===== config.mk =====
export PLATFORM = sky130hd
export DESIGN_NAME = decoder_nxm_seq
export DESIGN_NICKNAME = d
export VERILOG_FILES = /design/src/rtl/decoder_nxm_seq.sv
export SDC_FILE = /design/constraint.sdc
export NUM_CORES = 1
export LEC_CHECK = 0
export BUFFER_PORTS_ARGS = -buffer_cell sky130_fd_sc_hd__clkbuf_2
export CAP_MARGIN = 20
export CORE_ASPECT_RATIO = 0.7
export CORE_MARGIN = 5
export CORE_UTILIZATION = 40
export DETAILED_ROUTE_END_ITERATION = 7
export HOLD_SLACK_MARGIN = 0.05
export PLACE_DENSITY = 0.59
export SLEW_MARGIN = 20
export SYNTH_ARGS = -nofsm -noshare
export SYNTH_HDL_FRONTEND = slang
export SYNTH_SLANG_ARGS = --single-unit

===== constraint.sdc =====
create_clock -name clk -period 2 [get_ports clk]
set_clock_uncertainty 0.05 [all_clocks]
set_input_delay 0.2 -clock clk [delete_from_list [all_inputs] [get_ports clk]]
set_output_delay 0.2 -clock clk [all_outputs]
set_load 0.005 [all_outputs]

===== src/rtl/decoder_nxm_seq.sv =====
// Registered N-to-M one-hot decoder with enable, out-of-range flag and an
// autonomous scan mode that rotates the strobe with a programmable dwell.
//
//  state     | meaning
//  ----------+--------------------------------------------------------------
//  ST_OFF    | en low: strobe bank dark, idx 0, no pulses
//  ST_DIRECT | decode sel on sel_valid; hold last strobe otherwise
//  ST_SCAN   | rotate one-hot strobe, each position held dwell+1 cycles
module decoder_nxm_seq #(
   parameter int SEL_W   = 3,
   parameter int NUM_OUT = 8,
   parameter int DWELL_W = 4
) (
   input  logic               clk,
   input  logic               rst,
   input  logic               en,
   input  logic               mode,
   input  logic               sel_valid,
   input  logic [SEL_W-1:0]   sel,
   input  logic [DWELL_W-1:0] dwell,
   output logic [NUM_OUT-1:0] y,
   output logic [SEL_W-1:0]   idx,
   output logic               err,
   output logic               scan_wrap
);

   typedef enum logic [1:0] {
      ST_OFF    = 2'd0,
      ST_DIRECT = 2'd1,
      ST_SCAN   = 2'd2
   } state_t;

   // One bit wider than sel so NUM_OUT == 2**SEL_W compares correctly.
   localparam logic [SEL_W:0]   NUM_OUT_EXT = (SEL_W+1)'(NUM_OUT);
   localparam logic [SEL_W-1:0] LAST_IDX    = SEL_W'(NUM_OUT - 1);

   state_t               state_q, state_d;
   logic [NUM_OUT-1:0]   y_d;
   logic [SEL_W-1:0]     idx_d;
   logic                 err_d;
   logic                 wrap_d;
   logic [DWELL_W-1:0]   cnt_q, cnt_d;
   logic                 sel_in_range;

   assign sel_in_range = ({1'b0, sel} < NUM_OUT_EXT);

   always_ff @(posedge clk) begin
      if (rst) begin
         state_q   <= ST_OFF;
         y         <= '0;
         idx       <= '0;
         err       <= 1'b0;
         scan_wrap <= 1'b0;
         cnt_q     <= '0;
      end else begin
         state_q   <= state_d;
         y         <= y_d;
         idx       <= idx_d;
         err       <= err_d;
         scan_wrap <= wrap_d;
         cnt_q     <= cnt_d;
      end
   end

   always_comb begin
      state_d = state_q;
      y_d     = y;
      idx_d   = idx;
      err_d   = 1'b0;
      wrap_d  = 1'b0;
      cnt_d   = cnt_q;

      if (!en) begin
         state_d = ST_OFF;
         y_d     = '0;
         idx_d   = '0;
         cnt_d   = '0;
      end else if (!mode) begin
         state_d = ST_DIRECT;
         if (sel_valid) begin
            if (sel_in_range) begin
               y_d   = NUM_OUT'(1) << sel;
               idx_d = sel;
            end else begin
               y_d   = '0;
               idx_d = '0;
               err_d = 1'b1;
            end
         end
      end else begin
         state_d = ST_SCAN;
         if (state_q != ST_SCAN) begin
            y_d   = NUM_OUT'(1);
            idx_d = '0;
            cnt_d = dwell;
         end else if (cnt_q != '0) begin
            cnt_d = cnt_q - DWELL_W'(1);
         end else begin
            // Terminal count: advance, reloading dwell as sampled now.
            cnt_d = dwell;
            if (idx == LAST_IDX) begin
               y_d    = NUM_OUT'(1);
               idx_d  = '0;
               wrap_d = 1'b1;
            end else begin
               y_d   = y << 1;
               idx_d = idx + SEL_W'(1);
            end
         end
      end
   end

endmodule

* After elaboration in Yosys (flattened, before gate mapping)
Index checks and enable logic that the tools add are counted.
Widths: inputs -> output; s select.
** Storage, ports and cells
- Register bits :: 18
- Output and inout port bits :: 13
- Logic and storage cells :: 32
** Operators by class
- Add/subtract/negate cells :: 2
- Equality and inequality tests :: 3
- Shift-type cells :: 1
- Multiplexer cells :: 14
- Bitwise operators :: 2
- Reduce and logical (&&, ||, !) cells :: 5
** Operator list (count)
- $mux 8 :: 5
- $mux 3 :: 5
- $mux 4 :: 2
- $shl 1x3->8 const A :: 1
- $reduce_or 5->1 :: 1
- $reduce_bool 4->1 :: 1
- $sub 4x1->4 const B :: 1
- $add 3x1->3 const B :: 1
- $eq 3x3->1 const B :: 1
- $ne 3x3->1 const B :: 1
- $mux 2 :: 1
- $ne 2x2->1 const B :: 1
- $not 1->1 :: 2
- $reduce_and 2->1 :: 1
- $reduce_bool 2->1 :: 1
- $reduce_or 2->1 :: 1
- $mux 1 :: 1

* Depth between registers and ports, before layout
Gate-level depths: netlist of the first run.
- Depth after elaboration :: 5
- Gate-level depth with buffers :: 7
- Gate-level depth less buffers :: 6

* Least setup slack after synthesis of the first run
No wires, ideal clock.
- Path type :: reg2reg
- Start point :: register cnt_q[0]
- End point :: register y[2]
- Setup time :: 120 ps
- Data arrival time :: 1270 ps
- Data required time :: 1830 ps
- Setup slack :: 560 ps
- Stages on the path, launching flop included :: 8
- Path buffers :: 1
- Cell sequence :: dfxtp_1 > inv_1 > ha_1 > nor3b_2 > o22a_2 > buf_6 > o21ai_0 > a21oi_1
** On the way
- Longest elaborated chain between the ends :: 3
** Ends and longest elaborated chain
- start, declared :: line 42 : logic [DWELL_W-1:0] cnt_q, cnt_d;
- start signal, assigned :: line 61 : cnt_q <= cnt_d;
- $reduce_bool 4->1 :: line 96 : end else if (cnt_q != '0) begin
- $ne 3x3->1 (no line)
- $reduce_and 2->1 (no line)
- end signal, assigned :: line 57 : y <= y_d;
- end, declared :: line 21 : output logic [NUM_OUT-1:0] y,
No other way between the ends.
A chain may end at the register's enable or synchronous reset.

* Worst setup path after layout of the first run
- Start point :: register cnt_q[0]
- End point :: register y[0]
The elaborated chain is that of the path after synthesis.

==> results of run 1 <==
==> worst register-to-register path: stages (launching register included) <==
cell      delay (ns)
dfxtp_1         0.35
inv_1           0.06
ha_1            0.19
nor3b_2         0.25
o22a_2          0.42
o221ai_2        0.17
a21oi_2         0.15
==> sequential cells by signal, indices dropped and copies added, names as in the netlist <==
name / cells
state_q: 2
scan_wrap: 1
cnt_q: 4
y: 8
idx: 3
==> per-stage QoR <==
stage          cells  cell area [µm²]
5_1_grt          160             1090
4_1_cts          160             1090
2_1_floorplan    106              942
6_report         160             1090
3_5_place_dp     156             1060
3_3_place_gp     156             1060
==> layer usage <==
metal | GRT usage [%] | vias up | part of all wire (%)
met4 | 4.95 | 0 | 1.2
met1 | 20.8 | 365 | 52
met2 | 17.9 | 29 | 39
li1 | - | 430 | -
met3 | 5.80 | 4 | 7.8
met5 | 0 | - | 0
==> final cells by class <==
| cell class | instances | area, µm² |
|---|---|---|
| clock buffers | 4 | 36.3 |
| fillers | 210 | 1090 |
| inverters | 3 | 11.3 |
| multi-input cells | 79 | 524 |
| flip-flops and latches | 18 | 360 |
| well taps | 32 | 40.0 |
| repair buffers | 24 | 123 |
==> synthesized netlist by cell type (2+ instances only) <==
cell / n
ha_1: 3
nor3_1: 6
nand2b_1: 3
a22oi_1: 5
nor2b_1: 7
buf_6: 2
a21oi_1: 12
a31oi_1: 4
nor2_1: 6
o21ai_0: 13
a211oi_2: 2
nand3b_1: 2
a32oi_1: 2
dfxtp_1: 18
inv_1: 3
buf_4: 2
==> cell families after synthesis <==
| kind of cell | after synthesis |
|---|---|
| AOI/OAI and AO/OA | 41 |
| and+or+nand+nor | 34 |
| DFF | 18 |
| buffers and inverters | 9 |
| adders and majority gates | 3 |
| other | 1 |
==> where the power goes <==
group / leakage [nW] / internal [W] / total, W / switching, W
clock: 0.0210 / 0.000111 / 0.000230 / 0.000118
combinational: 0.289 / 0.0000459 / 0.000106 / 0.0000602
sequential: 0.147 / 0.000372 / 0.000383 / 0.0000115
==> path summary, 6_finish.rpt <==
kind                                 end  slack [ns]  depth (start not counted)
worst max register to register      y[0]        0.31                          6
worst max-delay path                y[0]        0.31                          6
worst min register to register      y[0]        0.47                          2
worst min-delay path            cnt_q[1]        0.13                          3
==> metrics.md, run 1 <==
| Metric | Value |
|---|---|
| First-pass iteration count of the detailed router | 4 |
| Kind of critical path | reg2reg |
| Setup TNS | 0 ns |
| Leakage | 0.457 nW |
| Max-slew violations | 0 |
| Design Power | 0.000719 W |
| Worst skew pair latency | 0.30 ns |
| Number of failing hold endpoints at the final stage | 0 |
| Mapped cell area | 942 µm² |
| Yosys cell types | 32 |
| Worst EP arrival | 1.89 ns |
| Vias/cell | 5.18 |
| Finished Core Util | 50.0% |
| Crit. Startpoint | cnt_q[0] |
| Multiplexer share of the synthesized area | 0% |
| Outcome | complete, no violations |
| Pre-CTS worst setup slack | 0.306 ns |
| Setup ws final | 0.305 ns |
| Clock transition at path regs | 0.11 ns |
| Grt ovf | 0 |
| Max Clk Rate | 590 MHz |
| Initial core utilization | 43.0% |
| Area growth syn-to-layout | 16.2% |
| Syn_nets | 121 |
| Post-Syn Instances | 106 |
| Peak supply drop | 0.298 mV |
| DRC viols | 0 |
| Port Buffers | 23 |
| Crit-path leading delay family | compound AO/OA/AOI/OAI gates |
| Ys flop type | dfxtp_1 |
| Nets | 144 |
| First-pass GRT wire length | 3690 µm |
| CTS tree | yes |
| Synth Area in XOR/XNOR | 0% |
| Routability congestion estimate | 0.732 |
| CP Launch Type | register |
| Synth warn | 0 |
| CP endpoint kind | register |
| Reg-to-Reg Start | cnt_q[0] |
| CP Cell Sequence | inv_1, ha_1, nor3b_2, o22a_2, o221ai_2, a21oi_2 |
| Clock Tree Buf Depth | 2 |
| Post-synth EDFFs | 0 |
| Most common cell after layout, fill and taps aside | clkbuf_2 |
| Min-delay src | dwell[1] |
| Most frequent cells in the layout | clkbuf_2, dfxtp_1, o21ai_0 |
| Seq/Total Area, Yosys | 38.2% |
| Vias in the first global route | 774 |
| CTS Hold Bufs | 0 |
| Ys async rst share | 0% |
| Final critical-path share of the clock period | 84.7% |
| Antenna Nets Post-Route | 0 |
| Layout cells sized above 1 | 28.9% |
| Vias | 828 |
| Post-layout min period | 1.69 ns |
| Cell taking the most area after synthesis | dfxtp_1 |
| Num ports | 25 |
| Largest family of logic cells by synthesized area | compound AO/OA/AOI/OAI gates |
| Synth Area in Adders | 3.98% |
| Chip height | 50.6 µm |
| DR iter-0 viols | 56 |
| Compound-Gate Fraction of Synth Area | 28.0% |
| Pin count of the biggest net entering global routing | 23 |
| Diodes inserted | 0 |
| TritonCTS sink count | 18 |
| RSZ-0062 raised after global routing | false |
| Row count | 14 |
| CP max stage delay | 0.42 ns |
| Avg Synthesized Cell Area | 8.89 µm² |
| Die Wd | 68.0 µm |
| CTS Buf Count | 3 |
| Number of synthesized register bits | 18 |
| Min-Delay Path Class | in2reg |
| PD cells | 657 mW/mm² |
| Total track usage | 14.1% |
| Root Buffer | clkbuf_4 |
| Post-CTS Resized | 0 |
| Initial antenna violation count | 0 |
| Yosys top cell area share | 38.2% |
| Post-CTS Setup Inserts | 0 |
| Post-DR wirelength/cell | 13.7 µm |
| Max FO, Critical Path | 22 |
| Hold slack | 0.132 ns |
| Max cap viols | 0 |
| Buf/Inv on CP | 1 |
| Post-Synth Simple-Gate Area | 23.2% |
| Synth area leaders | dfxtp_1, o21ai_0, a21oi_1 |
| Htree depth | 1 |
| Crit path required time | 2.20 ns |
| Slowest CP cell | o22a_2 |
| Die area | 0.00344 mm² |
| Placeable core area | 0.00219 mm² |
| Final wirelength | 2190 µm |
| Post-DP HPWL | 1600 µm |
| # setup viols final | 0 |
Power figures use the tool's default switching activity.
==> run 2, diff against run 1 <==
PLACE_DENSITY = 0.62   (was 0.59)
clock period = 1.5 ns   (was 2 ns; I/O delays follow)
==> metrics.md, run 2 (synthesis gave the netlist of run 1 again) <==
| Metric | Value |
|---|---|
| Outcome | complete, no violations (unchanged) |
| Vias in the first global route | 752 (was 774) |
| Biggest regs | y x8, cnt_q x4, idx x3 (unchanged) |
| Clock transition at path regs | 0.10 ns (was 0.11 ns) |
| Diodes inserted | 0 (unchanged) |
| # setup viols final | 0 (unchanged) |
| Clock Tree Buf Depth | 2 (unchanged) |
| Pin count of the biggest net entering global routing | 23 (unchanged) |
| Pre-CTS worst setup slack | -0.0679 ns (was 0.306 ns) |
| Initial antenna violation count | 0 (unchanged) |
| Final critical-path share of the clock period | 98.1% (was 84.7%) |
| Max FO, Critical Path | 11 (was 22) |
| Post-layout min period | 1.47 ns (was 1.69 ns) |
| Antenna Nets Post-Route | 0 (unchanged) |
| Post-DR wirelength/cell | 13.9 µm (was 13.7 µm) |
| Crit path required time | 1.68 ns (was 2.20 ns) |
| Finished Layout Cells | 167 (was 160) |
| Row count | 14 (unchanged) |
| CP Launch Type | register (unchanged) |
| Total track usage | 13.3% (was 14.1%) |
| Layout cells sized above 1 | 37.0% (was 28.9%) |
| CTS Buf Count | 3 (unchanged) |
| Crit. Startpoint | cnt_q[0] (unchanged) |
| Max FFs per register | 8 (unchanged) |
| Min-delay src | dwell[1] (unchanged) |
| Reg-to-Reg Start | cnt_q[0] (unchanged) |
| TritonCTS sink count | 18 (unchanged) |
| Worst skew pair latency | 0.29 ns (was 0.30 ns) |
| Routability congestion estimate | 0.785 (was 0.732) |
| PD cells | 781 mW/mm² (was 657 mW/mm²) |
| Initial core utilization | 43.0% (unchanged) |
| DR iter-0 viols | 75 (was 56) |
| CP max stage delay | 0.33 ns (was 0.42 ns) |
| Area growth syn-to-layout | 24.7% (was 16.2%) |
| CP Cell Sequence | inv_1, ha_2, nor3b_4, o22a_2, o21ai_0, a21oi_1 (was inv_1, ha_1, nor3b_2, o22a_2, o221ai_2, a21oi_2) |
| First-pass iteration count of the detailed router | 4 (unchanged) |
| Slowest CP cell | dfxtp_2 (was o22a_2) |
| Grt ovf | 0 (unchanged) |
| Most common cell after layout, fill and taps aside | clkbuf_2 (unchanged) |
| Number of failing hold endpoints at the final stage | 0 (unchanged) |
| Num ports | 25 (unchanged) |
| Max cap viols | 0 (unchanged) |
| Vias/cell | 5.19 (was 5.18) |
| Sw Pwr | 0.000246 W (was 0.000190 W) |
| Buf/Inv on CP | 1 (unchanged) |
| # placed instances | 163 (was 156) |
| Switch share | 26.8% (was 26.5%) |
| Post-CTS Setup Inserts | 0 (unchanged) |
| Kind of critical path | reg2reg (unchanged) |
| RSZ-0062 raised after global routing | true (was false) |
| CP endpoint kind | register (unchanged) |
| Max-slew violations | 0 (unchanged) |
| Htree depth | 1 (unchanged) |
| Design Power | 0.000918 W (was 0.000719 W) |
| DRC viols | 0 (unchanged) |
| Max Clk Rate | 679 MHz (was 590 MHz) |
| Clk network pwr share | 25.3% (was 31.9%) |
| Peak supply drop | 0.349 mV (was 0.298 mV) |
| First-pass GRT wire length | 3470 µm (was 3690 µm) |
| Port Buffers | 23 (unchanged) |
| CTS tree | yes (unchanged) |
| Root Buffer | clkbuf_4 (unchanged) |
| Filler cell count | 219 (was 210) |
| Placeable core area | 0.00219 mm² (unchanged) |
| Cell Int Power | 0.000672 W (was 0.000529 W) |
| CTS Hold Bufs | 0 (unchanged) |
| Final wirelength | 2320 µm (was 2190 µm) |
| Die area | 0.00344 mm² (unchanged) |
| Reg power frac | 55.7% (was 53.3%) |
| Worst EP arrival | 1.65 ns (was 1.89 ns) |
| Crit-path leading delay family | compound AO/OA/AOI/OAI gates (unchanged) |
| Vias | 867 (was 828) |
| Chip height | 50.6 µm (unchanged) |
| Setup ws final | 0.0282 ns (was 0.305 ns) |
| Leakage | 0.496 nW (was 0.457 nW) |
| Combinational power share | 19.0% (was 14.8%) |
| Most frequent cells in the layout | clkbuf_2, dfxtp_1, o21ai_0, a21oi_1, buf_4 (was clkbuf_2, dfxtp_1, o21ai_0) |
| Nets | 152 (was 144) |
| Min-Delay Path Class | in2reg (unchanged) |
| Die Wd | 68.0 µm (unchanged) |
| Largest Register | y (unchanged) |
| Post-DP HPWL | 1640 µm (was 1600 µm) |
-- run 2: cell types whose count changed in the layout (fill, tap and decap cells not counted), sizes merged --
cell / before / now
buf: 1 / 8
clkbuf: 27 / 26
o22a: 1 / 2
-- run 2: worst paths after layout --
check / end / slack (ns) / cells after the start
worst min register to register: y[0] / 0.47 / 2
worst max-delay path: y[3] / 0.03 / 6
worst min-delay path: cnt_q[1] / 0.10 / 3
worst max register to register: y[3] / 0.03 / 6
-- run 2: power groups by stage --
stage / logic, W / registers (W) / clock network, W
final: 0.000174 / 0.000511 / 0.000232
after global routing: 0.000191 / 0.000514 / 0.000267
after CTS: 0.000158 / 0.000510 / 0.000249
after detailed placement: 0.000154 / 0.000521 / 0
after global placement: 0.000152 / 0.000520 / 0
after floorplan: 0.000101 / 0.000520 / 0
-- run 2: per-stage QoR --
stage,hold slack (ns),TNS (ns),instance area [µm²],util [%]
floorplan,0.278,0,942,-
global placement,0.399,-0.0133,1110,50.7
detailed placement,0.400,-0.387,1110,50.7
CTS,0.0895,0,1140,52.1
global route,0.0863,-0.0976,1170,53.7
finish,0.101,0,1170,53.7
-- run 2: layout make-up --
class	instances	area (µm²)	share of cell area, %
clock buffers	3	22.5	1.92
inverters	3	11.3	0.958
multi-input cells	80	563	47.9
flip-flops and latches	18	363	30.9
well taps	32	40.0	3.41
repair buffers	31	175	14.9
-- run 2: routing by layer --
metal / wire length [µm] / track usage, %
met1: 1200 / 18.6
met2: 987 / 18.1
met3: 109 / 5.36
met4: 16 / 4.95
met5: 0 / 0
-- run 2: what timing repair did --
item / CTS / global route
cloned: 0 / 1
setup endpoints to repair: 11 / 13
pin swaps: 0 / 4
gates resized for setup: 1 / 9
-- run 2: worst min-delay path, cell delays in order --
cell and delay [ns]:
clkbuf_2 0.07, a21oi_1 0.05, a21oi_1 0.12
